--- config.mk ---
export PLATFORM = sky130hd
export DESIGN_NAME = audio_stereo_in
export DESIGN_NICKNAME = d
export VERILOG_FILES = /design/src/rtl/audio_pkg.sv /design/src/rtl/audio_bitstream_accum.sv /design/src/rtl/audio_stereo_in.sv
export SDC_FILE = /design/constraint.sdc
export NUM_CORES = 1
export LEC_CHECK = 0
export CORE_MARGIN = 4
export CORE_UTILIZATION = 49
export DETAILED_ROUTE_END_ITERATION = 10
export PLACE_DENSITY_LB_ADDON = 0.3
export SYNTH_ARGS = -nofsm -noshare
export SYNTH_HDL_FRONTEND = slang
export SYNTH_SLANG_ARGS = --single-unit
--- constraint.sdc ---
create_clock -name clk_audio -period 1.4 [get_ports clk_audio]
set_input_delay 0.14 -clock clk_audio [delete_from_list [all_inputs] [get_ports clk_audio]]
set_output_delay 0.14 -clock clk_audio [all_outputs]
set_load 0.01 [all_outputs]
--- src/rtl/audio_pkg.sv ---
// Shared audio-path constants: default sample width, decimation window and the
// {left,right} stereo packing used by both audio_stereo_in and audio_stereo_out.
package audio_pkg;

   localparam int DEFAULT_PCM_WIDTH   = 8;
   localparam int DEFAULT_WINDOW      = 255;
   localparam int DEFAULT_SYNC_STAGES = 2;

   // Left channel occupies the upper half of the packed stereo word
   localparam int LEFT_MSB  = 2*DEFAULT_PCM_WIDTH - 1;
   localparam int LEFT_LSB  = DEFAULT_PCM_WIDTH;
   localparam int RIGHT_MSB = DEFAULT_PCM_WIDTH - 1;
   localparam int RIGHT_LSB = 0;

   typedef struct packed {
      logic [DEFAULT_PCM_WIDTH-1:0] left;
      logic [DEFAULT_PCM_WIDTH-1:0] right;
   } stereo_sample_t;

endpackage

--- src/rtl/audio_bitstream_accum.sv ---
// One channel of the capture path: synchronizes an asynchronous 1-bit stream and
// counts its ones over a window; the window boundary is strobed in by the parent.
module audio_bitstream_accum
   import audio_pkg::*;
#(
   parameter int PCM_WIDTH   = DEFAULT_PCM_WIDTH,
   parameter int SYNC_STAGES = DEFAULT_SYNC_STAGES
) (
   input  logic                 clk_audio,
   input  logic                 aclr,
   input  logic                 bit_in,
   input  logic                 dump,
   output logic [PCM_WIDTH-1:0] sample
);

   logic [SYNC_STAGES-1:0] sync_q;
   logic [PCM_WIDTH-1:0]   acc_q;
   logic                   synced;

   assign synced = sync_q[SYNC_STAGES-1];

   // Finished sample includes the bit arriving on the dump cycle itself
   assign sample = acc_q + PCM_WIDTH'(synced);

   // NOTE: the synchronizer flops are reset too, so a mid-operation reset cannot
   // leak stale pin history into the first window after release.
   always_ff @(posedge clk_audio or posedge aclr) begin
      if (aclr) begin
         sync_q <= '0;
         acc_q  <= '0;
      end else begin
         sync_q <= {sync_q[SYNC_STAGES-2:0], bit_in};
         acc_q  <= dump ? '0 : sample;
      end
   end

endmodule

--- src/rtl/audio_stereo_in.sv ---
// Stereo bitstream capture: windowed ones-count decimation of two 1-bit streams
// into packed {left,right} PCM, offered to the consumer with a rdy/ack handshake.
module audio_stereo_in
   import audio_pkg::*;
#(
   parameter int PCM_WIDTH   = DEFAULT_PCM_WIDTH,
   parameter int WINDOW      = DEFAULT_WINDOW,
   parameter int SYNC_STAGES = DEFAULT_SYNC_STAGES
) (
   input  logic                   clk_audio,
   input  logic                   aclr,
   input  logic                   left,
   input  logic                   right,
   output logic [2*PCM_WIDTH-1:0] stereo_pcm,
   output logic                   stereo_pcm_rdy,
   input  logic                   stereo_pcm_ack,
   output logic                   overrun,
   input  logic                   overrun_clr
);

   localparam logic [PCM_WIDTH-1:0] WCNT_LAST = PCM_WIDTH'(WINDOW - 1);

   logic [PCM_WIDTH-1:0] wcnt;
   logic [PCM_WIDTH-1:0] sample_l;
   logic [PCM_WIDTH-1:0] sample_r;
   logic                 dump;
   logic                 ov_set;

   assign dump   = (wcnt == WCNT_LAST);
   assign ov_set = dump & stereo_pcm_rdy & ~stereo_pcm_ack;

   audio_bitstream_accum #(
      .PCM_WIDTH   (PCM_WIDTH),
      .SYNC_STAGES (SYNC_STAGES)
   ) u_accum_l (
      .clk_audio (clk_audio),
      .aclr      (aclr),
      .bit_in    (left),
      .dump      (dump),
      .sample    (sample_l)
   );

   audio_bitstream_accum #(
      .PCM_WIDTH   (PCM_WIDTH),
      .SYNC_STAGES (SYNC_STAGES)
   ) u_accum_r (
      .clk_audio (clk_audio),
      .aclr      (aclr),
      .bit_in    (right),
      .dump      (dump),
      .sample    (sample_r)
   );

   // NOTE: all state updates use non-blocking assignments so every register sees
   // the pre-edge values of wcnt, rdy and ack, regardless of statement order.
   always_ff @(posedge clk_audio or posedge aclr) begin
      if (aclr) begin
         wcnt <= '0;
      end else begin
         wcnt <= dump ? '0 : wcnt + PCM_WIDTH'(1);
      end
   end

   // A dump always loads and always leaves rdy set; ack without a dump retires it
   always_ff @(posedge clk_audio or posedge aclr) begin
      if (aclr) begin
         stereo_pcm     <= '0;
         stereo_pcm_rdy <= 1'b0;
      end else if (dump) begin
         stereo_pcm     <= {sample_l, sample_r};
         stereo_pcm_rdy <= 1'b1;
      end else if (stereo_pcm_rdy && stereo_pcm_ack) begin
         stereo_pcm_rdy <= 1'b0;
      end
   end

   // Set has priority over clear so a simultaneous overwrite is never lost
   always_ff @(posedge clk_audio or posedge aclr) begin
      if (aclr) begin
         overrun <= 1'b0;
      end else if (ov_set) begin
         overrun <= 1'b1;
      end else if (overrun_clr) begin
         overrun <= 1'b0;
      end
   end

endmodule

**Yosys cells after proc, flatten, opt, wreduce, memory -nomap -nowiden**

Cells that the tools add are included.
Widths: inputs -> output; s select.

- Register bits: 46
- Input port bits: 6

- Add/subtract/negate cells: 3
- Eq/ne operators: 1
- Mux-type cells: 7
- Bitwise operators: 3
- Reduce and logical (&&, ||, !) cells: 3

Operator list:

| cell | count |
|---|---|
| $mux 8 | 3 |
| $add 8x1->8 | 2 |
| $add 8x1->8 const B | 1 |
| $eq 8x8->1 const B | 1 |
| $mux 1 | 4 |
| $reduce_bool 2->1 | 2 |
| $and 1x1->1 | 2 |
| $logic_and 1x1->1 | 1 |
| $not 1->1 | 1 |

**Depth between registers and ports, before layout**

- Depth in word-level cells: 4
- Gate-level depth with buffers: 7
- Gate-level depth less buffers: 5

**By module**

From an unflattened synthesis, not the netlist that was laid out.

- Cell total of the unflattened synthesis: 164
- Area total of the unflattened synthesis: 2021.9 um2

By module, submodules not included:

| module | instances | cells each | area each (um2) | seq. area each (um2) |
|---|---|---|---|---|
| audio_stereo_in | 1 | 80 | 1096.1 | 650.6 |
| audio_bitstream_accum | 2 | 42 | 462.9 | 250.2 |

**Least setup slack after synthesis**

No wires, ideal clock.

- Path kind: flip-flop to flip-flop
- Start point: register wcnt[0]
- End point: register stereo_pcm[0]
- Data arrival time: 1.335 ns
- Required time: 1.275 ns
- Path slack: -0.061 ns
- Stages on the path, launching flop included: 7
- Path buffers: 1
- Clock period less this slack: 1.461 ns
- Cells stage by stage: dfrtp_1 inv_1 ha_1 and3_1 buf_4 nand2_4 mux2_4

- Longest elaborated chain between the ends: 1

Ends and longest elaborated chain:

| element | RTL line | source |
|---|---|---|
| start: declaration | audio_stereo_in.sv:23 | `logic [PCM_WIDTH-1:0] wcnt;` |
| start signal: assignment | audio_stereo_in.sv:60 | `wcnt <= dump ? '0 : wcnt + PCM_WIDTH'(1);` |
| $eq 8x8->1 | audio_stereo_in.sv:29 | `assign dump = (wcnt == WCNT_LAST);` |
| end signal: assignment | audio_stereo_in.sv:70 | `stereo_pcm <= {sample_l, sample_r};` |
| end: declaration | audio_stereo_in.sv:14 | `output logic [2*PCM_WIDTH-1:0] stereo_pcm,` |

No other way between the ends.
A chain may end at the register's enable or synchronous reset.

**Worst setup path after layout**

- Start point: register wcnt[0]
- End point: register stereo_pcm[2]

Same word-level chain as after synthesis.

==> summary.md <==
| Metric | Value |
|---|---|
| Status | `finished, violations left` |
| Violated checks | `setup timing` |
| Post-synthesis compound-gate area fraction | `0.112` |
| R2R depth | `6` |
| Ranking of synthesized cells by area | `dfrtp_1 59%, ha_1 3.9%, a21oi_1 3.6%` |
| Share of cells above drive strength 1 | `0.207` |
| Synth top area share | `0.591` |
| Slew HR | `0.803` |
| Final Setup Violations | `2` |
| Worst clock skew | `0.00403 ns` |
| ANT cells | `0` |
| Synth Area in XOR/XNOR | `0.0405` |
| Layout filler cell count | `296` |
| Wire length per cell | `14.3 um` |
| First-pass GRT wire length | `6.67 mm` |
| Syn Inst Count | `171` |
| Final hold vios | `0` |
| Vias | `1412` |
| Initial antenna violation count | `0` |
| Register area share after synthesis | `0.591` |
| First-pass DRT Iterations | `4` |
| Max incr delay on CP | `0.38 ns` |
| Pre-CTS WS | `-0.0354 ns` |
| Async S/R FF share, synth | `1.00` |
| Synthesis-to-layout area growth | `30.1%` |
| Vias per cell | `5.41` |
| Logic pwr share | `0.188` |
| RSZ-0062 raised after global routing | `true` |
| NetSw | `911 uW` |
| Static Leak | `1.13 nW` |
| Port Buffers | `23` |
| H-tree depth | `2` |
| Final Critical Period | `1.40 ns` |
| Sequential share of power | `0.530` |
| CTS sink cnt | `46` |
| Distinct cells, synth | `29` |
| Cell Chain, Critical Path | `inv_1, ha_2, buf_6, nand3_4, nor2_4, mux2_4` |
| Clk pin slew, worst setup/hold paths | `0.08 ns` |
| Post-DRT Antenna Nets | `0` |
| Syn Nets | `183` |
| Pin count of the biggest net entering global routing | `47` |
| Residual DRC | `0` |
| Hpwl dp | `2.70 mm` |
| FP Rows | `22` |
| FMAX | `0.712 GHz` |
| Root buffer cell | `clkbuf_8` |
| Maxcap violations | `0` |
| Hold Slack | `0.196 ns` |
| Pwr/cell area | `1280 mW/mm2` |
| Sw frac | `0.282` |
| Die width | `71.0 um` |
| GPL Wtd Cong | `0.831` |
| Most frequent cell after synthesis | `dfrtp_1` |
| Vias in the first global route | `1466` |
| R2R Setup Slk | `-0.005 ns` |
| Worst Setup Start Kind | `register` |
| Core area | `0.00374 mm2` |
| GR Util All Layers | `0.169` |
| Final core occ | `0.677` |
| CTS Hold Bufs | `0` |
| Critical Path Sink Type | `register` |
| Cell area after synthesis | `0.00195 mm2` |
| Syn Area/Cell | `11.4 um2` |
| Start point of the critical path | `wcnt[0]` |
| Chip Height | `71.0 um` |
| Clk_lat worst skew | `0.29 ns` |
| Int Pwr | `2.32 mW` |
| Synth Area in Adders | `0.0386` |
| Synth cell count leaders | `46 x dfrtp_1, 14 x a21oi_1, 12 x o21ai_0` |
| Power share of the clock group | `0.282` |
| Largest family of logic cells by synthesized area | `simple AND/OR/NAND/NOR gates` |
| Yosys Warn Count | `0` |
| Post-synthesis simple-gate area fraction | `0.148` |
| Post-synth EDFFs | `0` |
| FF-to-FF Start | `wcnt[0]` |
| Pwr Total | `3.24 mW` |
| Actual slew at the worst max-slew pin | `0.292 ns` |
| Critical Setup Path Class | `register to register` |
| Top cell type by total area after synthesis | `dfrtp_1` |
| CTS Buf Count | `5` |
| Maximum fanout along the worst path | `3` |
| I/O pins | `24` |
| Synth Flop Type | `dfrtp_1` |
| Fin. max-slew vios | `0` |
| Final setup margin | `-0.00468 ns` |
| DRT Wirelength | `3.74 mm` |
| Initial drt markers | `74` |
| CTS tree | `done` |
| Worst endpoint required time | `1.58 ns` |
| #FFs+latches synth | `46` |
| Final nets | `224` |
| GRT overflow | `0` |
| CTS max path bufs | `2` |
| Final cycle utilization of the critical path | `1.00` |
| Largest vdd supply drop | `830 uV` |
| Initial Util | `0.520` |
| Die area | `0.00505 mm2` |
| Slowest stage cell, crit path | `dfrtp_1` |
| Mux cell area share after synthesis | `0.0366` |
| Arrival time at the worst endpoint | `1.59 ns` |
| Hold Path Class | `input port to async pin` |
-- through the flow --
stage                     setup TNS (ns)  instances  area [um2]
final                           -0.00774        261        2530
after global routing               -1.60        261        2530
after CTS                              0        260        2450
after detailed placement          -0.143        252        2330
after global placement                 0        252        2330
after floorplan                        0        171        1960
-- registers in the layout, summed over array words and instances (netlist names) --
name	count
stereo_pcm	16
stereo_pcm_rdy	1
u_accum_r.sync_q	2
overrun	1
u_accum_r.acc_q	8
u_accum_l.acc_q	8
wcnt	8
u_accum_l.sync_q	2
-- repair_timing --
| action | CTS | global route |
|---|---|---|
| gates resized for setup | 3 | 19 |
| setup buffers | 0 | 1 |
| pin swaps | 0 | 1 |
| hold endpoints to repair | 0 | 0 |
| setup endpoints to repair | 7 | 33 |
-- power groups by stage --
stage               clock network [mW]  registers [mW]  logic (mW)
detailed placement                   0            1.72       0.539
global route                     0.999            1.75       0.711
finish                           0.911            1.71       0.610
global placement                     0            1.71       0.508
CTS                              0.946            1.69       0.546
floorplan                            0            1.68       0.386
-- critical path: cells and delay by family (launching register included) --
kind | cells | cell delay (ns)
flops | 1 | 0.38
mux | 1 | 0.31
simple gates | 2 | 0.26
fa+ha+maj | 1 | 0.19
buf+inv | 2 | 0.16
-- per-layer routing --
metal,routed length (um),up-vias,GRT usage
met3,177,10,0.0526
met4,65,0,0.0752
met1,1640,694,0.219
met5,0,-,0
li1,-,677,-
met2,1850,31,0.260
-- worst paths after layout --
check,end
min,stereo_pcm[10]
min reg2reg,u_accum_l.sync_q[1]
max,stereo_pcm[2]
max in group asynchronous,u_accum_l.acc_q[1]
min in group clk_audio,u_accum_l.sync_q[0]
max reg2reg,stereo_pcm[2]
-- layout by cell type (no fill, tap or decap), types with 3 or more instances in the layout --
cell	n
buf_6	3
and2_1	5
ha_2	3
dfrtp_1	46
mux2_4	5
xor2_1	7
o21ai_0	9
nand3_1	11
nor2_1	11
or3_1	7
clkdlybuf4s50_1	21
nand2_1	8
buf_4	12
a21oi_1	12
o21ai_1	9
clkbuf_8	8
inv_1	7
a31oi_1	6
-- logic make-up (layout without fill, tap and decap cells) --
logic type               after synthesis  after routing
XOR/XNOR                               9              9
multiplexers                           5              5
flip-flops                            46             46
AO/OA/AOI/OAI                         40             40
adder cells (fa/ha/maj)                6              6
AND/OR/NAND/NOR                       53             53
buffers and inverters                 12             54
-- final cells by class --
cell class | instances | area [um2] | area share
Tap cell | 48 | 60.1 | 0.0237
Inverter | 7 | 26.3 | 0.0104
Multi-Input combinational cell | 113 | 807 | 0.319
Sequential cell | 46 | 1150 | 0.454
Clock buffer | 8 | 110 | 0.0435
Timing Repair Buffer | 39 | 379 | 0.150
No activity file was read; power rests on OpenSTA's default activity.
